$ cat src/rtl/turf_regbus_pkg.sv
// Shared widths and FSM state type for the TURF register-core bus arbiter.
package turf_regbus_pkg;

  localparam int REG_ADR_W = 28;
  localparam int REG_DAT_W = 32;

  typedef enum logic [1:0] {
    IDLE  = 2'd0,
    ISSUE = 2'd1,
    WAIT  = 2'd2,
    RESP  = 2'd3
  } state_t;

endpackage

$ cat src/rtl/turf_register_arbiter_if.sv
// Bundled requester-side and register-core-side signals of the arbiter.
// The master modport is the arbiter's view; the slave modport is the environment's.
interface turf_register_arbiter_if
  import turf_regbus_pkg::*;
#(
  parameter int N_MASTERS = 2
) ();

  logic [N_MASTERS-1:0]           m_en_i;
  logic [N_MASTERS-1:0]           m_wr_i;
  logic [N_MASTERS*REG_ADR_W-1:0] m_adr_i;
  logic [N_MASTERS*REG_DAT_W-1:0] m_dat_i;
  logic [N_MASTERS-1:0]           m_ack_o;
  logic [N_MASTERS-1:0]           m_err_o;
  logic [REG_DAT_W-1:0]           m_dat_o;
  logic                           s_en_o;
  logic                           s_wr_o;
  logic [REG_ADR_W-1:0]           s_adr_o;
  logic [REG_DAT_W-1:0]           s_dat_o;
  logic                           s_ack_i;
  logic [REG_DAT_W-1:0]           s_dat_i;

  modport master (
    input  m_en_i, m_wr_i, m_adr_i, m_dat_i, s_ack_i, s_dat_i,
    output m_ack_o, m_err_o, m_dat_o, s_en_o, s_wr_o, s_adr_o, s_dat_o
  );

  modport slave (
    output m_en_i, m_wr_i, m_adr_i, m_dat_i, s_ack_i, s_dat_i,
    input  m_ack_o, m_err_o, m_dat_o, s_en_o, s_wr_o, s_adr_o, s_dat_o
  );

endinterface

$ cat src/rtl/turf_register_arbiter_rr.sv
// Combinational round-robin pick: first requester at or after ptr+1 (mod N).
module turf_rr_arbiter #(
  parameter int N     = 2,
  parameter int IDX_W = $clog2(N)
) (
  input  logic [N-1:0]     req,
  input  logic [IDX_W-1:0] ptr,
  output logic [N-1:0]     gnt,
  output logic [IDX_W-1:0] idx,
  output logic             valid
);

  logic [IDX_W-1:0] cand;

  always_comb begin
    gnt   = '0;
    idx   = '0;
    valid = 1'b0;
    cand  = '0;
    for (int unsigned i = 1; i <= N; i++) begin
      cand = IDX_W'((32'(ptr) + i) % N);
      if (!valid && req[cand]) begin
        gnt[cand] = 1'b1;
        idx       = cand;
        valid     = 1'b1;
      end
    end
  end

endmodule

$ cat src/rtl/turf_register_arbiter.sv
// Round-robin arbiter sharing one TURF register-core bus between N_MASTERS requesters,
// with a single transaction in flight and a timeout that forces an error completion.
module turf_register_arbiter
  import turf_regbus_pkg::*;
#(
  parameter int                   N_MASTERS    = 2,
  parameter int                   TIMEOUT      = 255,
  parameter logic [REG_DAT_W-1:0] TIMEOUT_DATA = 32'hDEADBEEF
) (
  input  logic                    clk,
  input  logic                    rst_n,
  turf_register_arbiter_if.master bus,
  output logic                    busy_o,
  output logic [15:0]             timeout_cnt_o
);

  localparam int          IDX_W     = $clog2(N_MASTERS);
  localparam logic [15:0] WAIT_LAST = 16'(TIMEOUT - 1);

  state_t                 state, state_nxt;
  logic [IDX_W-1:0]       ptr, arb_idx;
  logic [N_MASTERS-1:0]   arb_gnt, gnt_oh;
  logic                   arb_valid;
  logic                   s_wr, err;
  logic [REG_ADR_W-1:0]   s_adr, sel_adr;
  logic [REG_DAT_W-1:0]   s_dat, sel_dat, rdat;
  logic                   sel_wr;
  logic [15:0]            wait_cnt, timeout_cnt;

  turf_rr_arbiter #(
    .N     (N_MASTERS),
    .IDX_W (IDX_W)
  ) u_rr (
    .req   (bus.m_en_i),
    .ptr   (ptr),
    .gnt   (arb_gnt),
    .idx   (arb_idx),
    .valid (arb_valid)
  );

  // One-hot grant selects the winning master's request fields.
  always_comb begin
    sel_wr  = 1'b0;
    sel_adr = '0;
    sel_dat = '0;
    for (int unsigned k = 0; k < N_MASTERS; k++) begin
      if (arb_gnt[k]) begin
        sel_wr  = bus.m_wr_i[k];
        sel_adr = bus.m_adr_i[k*REG_ADR_W +: REG_ADR_W];
        sel_dat = bus.m_dat_i[k*REG_DAT_W +: REG_DAT_W];
      end
    end
  end

  always_ff @(posedge clk or negedge rst_n) begin
    if (!rst_n) state <= IDLE;
    else        state <= state_nxt;
  end

  always_comb begin
    state_nxt = state;
    case (state)
      IDLE:    if (arb_valid) state_nxt = ISSUE;
      ISSUE:   state_nxt = bus.s_ack_i ? RESP : WAIT;
      WAIT:    if (bus.s_ack_i || wait_cnt == WAIT_LAST) state_nxt = RESP;
      RESP:    state_nxt = IDLE;
      default: state_nxt = IDLE;
    endcase
  end

  always_comb begin
    bus.s_en_o  = (state == ISSUE);
    bus.m_ack_o = (state == RESP) ? gnt_oh : '0;
    bus.m_err_o = (state == RESP && err) ? gnt_oh : '0;
    busy_o      = (state != IDLE);
  end

  always_ff @(posedge clk or negedge rst_n) begin
    if (!rst_n) begin
      ptr         <= IDX_W'(N_MASTERS - 1);
      gnt_oh      <= '0;
      s_wr        <= 1'b0;
      s_adr       <= '0;
      s_dat       <= '0;
      rdat        <= '0;
      err         <= 1'b0;
      wait_cnt    <= '0;
      timeout_cnt <= '0;
    end else begin
      case (state)
        IDLE: if (arb_valid) begin
          ptr    <= arb_idx;
          gnt_oh <= arb_gnt;
          s_wr   <= sel_wr;
          s_adr  <= sel_adr;
          s_dat  <= sel_dat;
          err    <= 1'b0;
        end
        ISSUE: begin
          if (bus.s_ack_i) rdat     <= bus.s_dat_i;
          else             wait_cnt <= '0;
        end
        WAIT: begin
          if (bus.s_ack_i) begin
            rdat <= bus.s_dat_i;
          end else if (wait_cnt == WAIT_LAST) begin
            rdat <= TIMEOUT_DATA;
            err  <= 1'b1;
            if (timeout_cnt != '1) timeout_cnt <= timeout_cnt + 16'd1;
          end else begin
            wait_cnt <= wait_cnt + 16'd1;
          end
        end
        default: ;
      endcase
    end
  end

  assign bus.s_wr_o    = s_wr;
  assign bus.s_adr_o   = s_adr;
  assign bus.s_dat_o   = s_dat;
  assign bus.m_dat_o   = rdat;
  assign timeout_cnt_o = timeout_cnt;

endmodule

$ cat src/flat_wrapper.sv
// flat-port wrapper written by rule: the top's interface ports become plain ports
module turf_register_arbiter_flat import turf_regbus_pkg::*;
#(
  parameter int                   N_MASTERS    = 2,
  parameter int                   TIMEOUT      = 255,
  parameter logic [REG_DAT_W-1:0] TIMEOUT_DATA = 32'hDEADBEEF
)
  (clk, rst_n, busy_o, timeout_cnt_o, bus_m_en_i, bus_m_wr_i, bus_m_adr_i, bus_m_dat_i, bus_s_ack_i, bus_s_dat_i, bus_m_ack_o, bus_m_err_o, bus_m_dat_o, bus_s_en_o, bus_s_wr_o, bus_s_adr_o, bus_s_dat_o);
  turf_register_arbiter_if #(.N_MASTERS(N_MASTERS)) bus_i ();
  input  logic clk;
  input  logic rst_n;
  output logic busy_o;
  output logic [15:0] timeout_cnt_o;
  input wire logic [$bits(bus_i.m_en_i)-1:0] bus_m_en_i;
  input wire logic [$bits(bus_i.m_wr_i)-1:0] bus_m_wr_i;
  input wire logic [$bits(bus_i.m_adr_i)-1:0] bus_m_adr_i;
  input wire logic [$bits(bus_i.m_dat_i)-1:0] bus_m_dat_i;
  input wire logic [$bits(bus_i.s_ack_i)-1:0] bus_s_ack_i;
  input wire logic [$bits(bus_i.s_dat_i)-1:0] bus_s_dat_i;
  output wire logic [$bits(bus_i.m_ack_o)-1:0] bus_m_ack_o;
  output wire logic [$bits(bus_i.m_err_o)-1:0] bus_m_err_o;
  output wire logic [$bits(bus_i.m_dat_o)-1:0] bus_m_dat_o;
  output wire logic [$bits(bus_i.s_en_o)-1:0] bus_s_en_o;
  output wire logic [$bits(bus_i.s_wr_o)-1:0] bus_s_wr_o;
  output wire logic [$bits(bus_i.s_adr_o)-1:0] bus_s_adr_o;
  output wire logic [$bits(bus_i.s_dat_o)-1:0] bus_s_dat_o;
  assign bus_i.m_en_i = bus_m_en_i;
  assign bus_i.m_wr_i = bus_m_wr_i;
  assign bus_i.m_adr_i = bus_m_adr_i;
  assign bus_i.m_dat_i = bus_m_dat_i;
  assign bus_i.s_ack_i = bus_s_ack_i;
  assign bus_i.s_dat_i = bus_s_dat_i;
  assign bus_m_ack_o = bus_i.m_ack_o;
  assign bus_m_err_o = bus_i.m_err_o;
  assign bus_m_dat_o = bus_i.m_dat_o;
  assign bus_s_en_o = bus_i.s_en_o;
  assign bus_s_wr_o = bus_i.s_wr_o;
  assign bus_s_adr_o = bus_i.s_adr_o;
  assign bus_s_dat_o = bus_i.s_dat_o;
  turf_register_arbiter #(.N_MASTERS(N_MASTERS), .TIMEOUT(TIMEOUT), .TIMEOUT_DATA(TIMEOUT_DATA)) u_core (.clk(clk), .rst_n(rst_n), .bus(bus_i), .busy_o(busy_o), .timeout_cnt_o(timeout_cnt_o));
endmodule
$ cat config.mk
export PLATFORM = sky130hd
export DESIGN_NAME = turf_register_arbiter_flat
export DESIGN_NICKNAME = d
export VERILOG_FILES = /design/src/rtl/turf_regbus_pkg.sv /design/src/rtl/turf_register_arbiter_if.sv /design/src/rtl/turf_register_arbiter_rr.sv /design/src/rtl/turf_register_arbiter.sv /design/src/flat_wrapper.sv
export SDC_FILE = /design/constraint.sdc
export NUM_CORES = 1
export LEC_CHECK = 0
export CAP_MARGIN = 20
export CORE_MARGIN = 1
export CORE_UTILIZATION = 41
export CTS_CLUSTER_DIAMETER = 80
export DETAILED_ROUTE_END_ITERATION = 6
export PLACE_DENSITY = 0.79
export REMOVE_ABC_BUFFERS = 1
export SKIP_LAST_GASP = 1
export SYNTH_ARGS = -nofsm -noshare
export SYNTH_HDL_FRONTEND = slang
export SYNTH_SLANG_ARGS = --single-unit
$ cat constraint.sdc
create_clock -name clk -period 3 [get_ports clk]
set_input_delay 0.6 -clock clk [delete_from_list [all_inputs] [get_ports clk]]
set_output_delay 0.6 -clock clk [all_outputs]
set_load 0.01 [all_outputs]
-- Yosys cells after proc, flatten, opt, wreduce, memory -nomap -nowiden
Cells that the tools add are included.
W data, S select, Z words.
- register bits after elaboration: 131
- input bits: 159
- logic and storage cells: 87
- $add $sub $neg: 4
- order comparisons: 4
- equality and inequality tests: 13
- multiplexer cells: 38
- bitwise operators: 2
- reduce and logical (&&, ||, !) cells: 16
- operators with widths (operator ; count):
    $mux W32 ; 5
    $pmux W32 S2 ; 1
    $mux W28 ; 2
    $mux W16 ; 3
    $add A16 B1 Y16 const B ; 2
    $pmux W16 S2 ; 1
    $eq A16 B8 Y1 const B ; 1
    $mux W1 ; 16
    $ne A16 B16 Y1 const B ; 1
    $mux W2 ; 6
    $reduce_and A4 Y1 ; 3
    $ne A2 B2 Y1 const B ; 4
    $pmux W2 S4 ; 1
    $ne A2 B1 Y1 const B ; 3
    $reduce_bool A2 Y1 ; 3
    $eq A2 B2 Y1 const B ; 2
    $logic_and A1 B1 Y1 ; 4
    $lt A1 B2 Y1 const B ; 2
    $reduce_and A2 Y1 ; 2
    $ne A3 B2 Y1 const B ; 1
    $reduce_and A3 Y1 ; 1
    $add A1 B1 Y1 const B ; 2
    $demux W1 S1 ; 2
    $eq A2 B1 Y1 const B ; 1
    other kinds (7) ; 8

-- Longest topological paths before layout
- depth after elaboration: 10
- mapped depth: 9

-- Modules after synthesis
Synthesis repeated with hierarchy kept, for this count alone.
- cell total of the unflattened synthesis: 570
- area total of the unflattened synthesis: 5903.2 sq um
- modules (own cells, without submodules) (module ; instances ; cells an instance ; area an instance (sq um)):
    turf_register_arbiter ; 1 ; 565 ; 5870.6
    turf_rr_arbiter ; 1 ; 5 ; 32.5

-- Worst setup path before layout
Ideal clock, no wire load.
- path type: reg-to-reg
- start point: register u_core.state[0]
- end point: register u_core.wait_cnt[15]
- setup time: 0.129 ns
- arrival: 2.016 ns
- slack: 0.855 ns
- stages on the path, launching flop included: 9
- path buffers: 1
- path through: dfrtp_1 inv_1 ha_1 nand2b_1 or3_1 clkbuf_1 or4_1 nand3_1 o21ai_0
- longest elaborated chain between the ends: 3
- ends and longest elaborated chain (item ; RTL line ; RTL):
    start: declaration ; turf_register_arbiter.sv:20 ; state_t state, state_nxt;
    start signal: assignment ; turf_register_arbiter.sv:57 ; else state <= state_nxt;
    $eq A2 B2 Y1 or $eq A2 B1 Y1 (tied branches) ; turf_register_arbiter.sv:90 ; case (state)
    $ne A2 B2 Y1 (no source line) or $reduce_bool A2 Y1 (tied branches) ; -- ;
    $reduce_and A4 Y1 (no source line) ; -- ;
    end signal: assignment ; turf_register_arbiter.sv:111 ; wait_cnt <= wait_cnt + 16'd1;
    end: declaration ; turf_register_arbiter.sv:28 ; logic [15:0] wait_cnt, timeout_cnt;
Several ways; a longest one is shown, not always the timed one.
A chain may end at the register's enable or synchronous reset.

-- Worst setup path in the final report
- start point: register u_core.wait_cnt[0]
- end point: register u_core.rdat[31], in the netlist u_core.bus.m_dat_o[31]
- longest elaborated chain between the ends: 3
- ends and longest elaborated chain (item ; RTL line ; RTL):
    $eq A16 B8 Y1 ; turf_register_arbiter.sv:106 ; end else if (wait_cnt == WAIT_LAST) begin
    $ne A3 B2 Y1 (no source line) ; -- ;
    $reduce_and A3 Y1 (no source line) ; -- ;
    end signal: assignment ; turf_register_arbiter.sv:100 ; if (bus.s_ack_i) rdat <= bus.s_dat_i;
    end signal: assignment ; turf_register_arbiter.sv:105 ; rdat <= bus.s_dat_i;
    end: declaration ; turf_register_arbiter.sv:26 ; logic [REG_DAT_W-1:0] s_dat, sel_dat, rdat;
No other way between the ends.

==> results.md <==
• **number of nets in the finished design** 921
• **ranking of synthesized cells by area** sky130_fd_sc_hd__dfrtp_1, sky130_fd_sc_hd__a222oi_1, sky130_fd_sc_hd__inv_1, sky130_fd_sc_hd__o22a_1, sky130_fd_sc_hd__xnor2_1
• **setup repair after global routing missed its margin** no
• **CTS tree** done
• **number of unique standard cell types used by synthesis** 56
• **count of flip-flops with a built-in enable after synthesis** 0
• **sequential element share of the synthesized area** 0.5782
• **simple-gate share of the synthesized area** 0.09817
• **# rows** 42
• **Critical path buffers and inverters** 1
• **number of buffers on the longest clock path** 2
• **Via-to-Cell Ratio** 5.635
• **warning count from the yosys run** 0
• **post-synthesis compound-gate area fraction** 0.1957
• **Req. time, crit path** 3350 ps
• **total routing resource utilization after global routing** 0.2598
• **Port Buf Inserts** 273
• **first-pass GRT wire length** 28460 microns
• **layout-stage area growth over the synthesis result** 62.50%
• **max-slew violations** 0
• **Post-Route WL** 18390 microns
• **VDD IR max** 557.9 uV
• **clock latency on the worst-skew pair** 410 ps
• **most used cells in the layout excluding fill and tap cells** sky130_fd_sc_hd__clkdlybuf4s50_1, sky130_fd_sc_hd__dfrtp_1, sky130_fd_sc_hd__inv_1
• **highest fanout seen on the critical path** 24
• **layout cell share with drive strength beyond 1** 0.07823
• **depth of the CTS H-tree** 4
• **residual DRC count** 9
• **nature of the critical path startpoint** flop
• **Crit path arrival time** 2860 ps
• **failing checks** DRC
• **power per standard cell area** 960.4 nW/um^2
• **highest achievable clock rate** 0.3990 GHz
• **proportion of netlist area held by the largest area contributor** 0.5736
• **cells traversed along the worst timing path** inv_1 -> ha_1 -> or4b_4 -> nor3b_4 -> a41oi_2 -> nor2_4 -> o22a_2
• **CP max stage delay** 500 ps
• **Worst-Margin Slew** 581.0 ps
• **number of antenna-violating nets in the routed design** 0
• **most common cell after layout, fill and taps aside** sky130_fd_sc_hd__clkdlybuf4s50_1
• **combinational family with the most area after synthesis** compound AO/OA/AOI/OAI gates
• **period utilization** 0.8355
• **mux cell area share after synthesis** 0.007721
• **DIE HEIGHT** 119.6 microns
• **register bit total from synthesis** 131
• **outcome** finished, violations left
• **overall overflow remaining after global route** 0
• **Static Leakage** 4.084 nW
• **crit end category** flop
• **Largest delay share family, worst path** simple AND/OR/NAND/NOR gates
• **hold_ws** 131.8 ps
• **number of cells upsized or downsized after cts** 0
• **relative slew slack** 0.6112
• **core footprint** 13350 sq um
• **cell count after synthesis** 485
• **final setup slack of the worst path** 493.6 ps
• **worst slack at placement** 353.1 ps
• **cts bufs inserted** 17
• **most common flop cell mapped by yosys** sky130_fd_sc_hd__dfrtp_1
• **post-CTS setup buffer count** 0
• **effective utilization at floorplan** 0.4249
• **length of the first detailed-routing pass in iterations** 7
• **placer's final routability congestion estimate** 0.8709
• **via count of the first global-routing pass** 5394
• **number of endpoints with negative hold slack in the final report** 0
• **cell area after technology mapping** 5672 sq um
• **total half-perimeter wirelength after legalization and detailed placement** 13410 microns
• **clock-pin slew of the registers on the worst-case setup and hold paths** 60 ps
• **count of placed standard cells including taps** 911
• **Post-Syn Area per Cell** 11.69 sq um
• **sum of negative setup slack** 0 ps
• **CTS root buf** sky130_fd_sc_hd__clkbuf_16
• **number of standard cells in the layout, taps in and fillers out** 943
• **Layout Utilization** 0.6905
• **full die area** 14310 sq um
• **area share of xor/xnor cells in the synthesized design** 0.03397
• **Iter 0 DRT Violations** 521
• **TritonCTS Sinks** 131
• **type of the worst min-delay path** in2async
• **async set-reset flop share out of synthesis** 1.000
• **largest net degree at the start of global routing** 73
• **CP Class** reg2reg
• **Final Skew** 6.650 ps
• **Vias** 5314
• **I/O pin total** 274
• **ANT cells** 0
• **cell type contributing the most total cell area after synthesis** sky130_fd_sc_hd__dfrtp_1
• **critical path's slowest cell** sky130_fd_sc_hd__nor2_4
• **overall die width** 119.6 microns
• **Routed WL per cell** 19.50 microns
• **initial antenna violation count** 1
• **Setup violations, final** 0
• **Hold Buf Count CTS** 0
• **minimum clock period after layout** 2506 ps
• **fraction of the mapped netlist area in adder cells** 0.01765
• **Max-Cap Viols** 0
final timing paths:
path / from / slack (ps) / cells after the start / end
max reg2reg: u_core.wait_cnt[0] / 490 / 7 / u_core.bus.m_dat_o[31]
max in group asynchronous: rst_n / 2090 / 2 / u_core.ptr
max: u_core.wait_cnt[0] / 490 / 7 / u_core.bus.m_dat_o[31]
min: rst_n / 130 / 1 / u_core.bus.m_dat_o[10]
min reg2reg: u_core.bus.m_dat_o[15] / 490 / 1 / u_core.bus.m_dat_o[15]
min in group clk: u_core.bus.m_dat_o[15] / 490 / 1 / u_core.bus.m_dat_o[15]
sequential cells by signal (all words and copies together) (netlist names):
name and cells:
u_core.wait_cnt 16, u_core.bus.m_dat_o 32, u_core.bus.s_wr_o 1, u_core.err 1
u_core.bus.s_dat_o 32, u_core.gnt_oh 2, u_core.timeout_cnt_o 16, u_core.state 2
u_core.ptr 1, u_core.bus.s_adr_o 28
where the power goes:
group | switching (mW) | leakage [nW] | internal [mW]
clock network | 0.737 | 0.298 | 1.42
registers | 0.398 | 1.65 | 2.44
logic | 1.77 | 2.14 | 2.09
total | 2.90 | 4.08 | 5.95
logic make-up (layout without fill, tap and decap cells):
logic type               after synthesis  in the layout
adder cells (fa/ha/maj)                8              8
XOR/XNOR                              22             22
multiplexers                           4              4
AND/OR/NAND/NOR                      100            100
AO/OA/AOI/OAI                        123            123
buffers and inverters                 97            379
flip-flops                           131            131
routing by layer:
metal | vias up | track usage | share of wire | wire length (microns)
li1 | 2362 | - | - | -
met1 | 2643 | 0.3078 | 0.39 | 7176
met2 | 274 | 0.4418 | 0.51 | 9338
met3 | 33 | 0.07747 | 0.075 | 1386
met4 | 2 | 0.1016 | 0.026 | 471
met5 | - | 0 | 0.00071 | 13
synth_stat cells, types with 4 or more instances:
master	number
sky130_fd_sc_hd__a222oi_1	59
sky130_fd_sc_hd__a22o_1	8
sky130_fd_sc_hd__and2_1	4
sky130_fd_sc_hd__and3_1	4
sky130_fd_sc_hd__clkbuf_1	23
sky130_fd_sc_hd__dfrtp_1	130
sky130_fd_sc_hd__ha_1	8
sky130_fd_sc_hd__inv_1	66
sky130_fd_sc_hd__nand2_1	16
sky130_fd_sc_hd__nand2b_1	4
sky130_fd_sc_hd__nand3_1	21
sky130_fd_sc_hd__nand4_1	8
sky130_fd_sc_hd__nor2_1	18
sky130_fd_sc_hd__nor3_1	4
sky130_fd_sc_hd__nor4_1	4
sky130_fd_sc_hd__o21ai_0	7
sky130_fd_sc_hd__o22a_1	20
sky130_fd_sc_hd__o22a_2	4
sky130_fd_sc_hd__xnor2_1	16
sky130_fd_sc_hd__xor2_1	6
per-stage QoR:
stage	instance area (sq um)	total power [mW]
after global routing	9216	9.318
after floorplan	5530	4.633
after detailed placement	8592	6.698
after CTS	9216	8.898
after global placement	8592	6.555
final	9216	8.851
layout make-up:
type	instances	area, sq um
Inverter	66	247.7
Clock inverter	8	122.6
Multi-Input combinational cell	257	2017
Fill cell	984	4131
Tap cell	176	220.2
Timing Repair Buffer	281	2828
Sequential cell	131	3279
Clock buffer	24	501.7
Note: power is estimated with default switching activity, not from simulation.
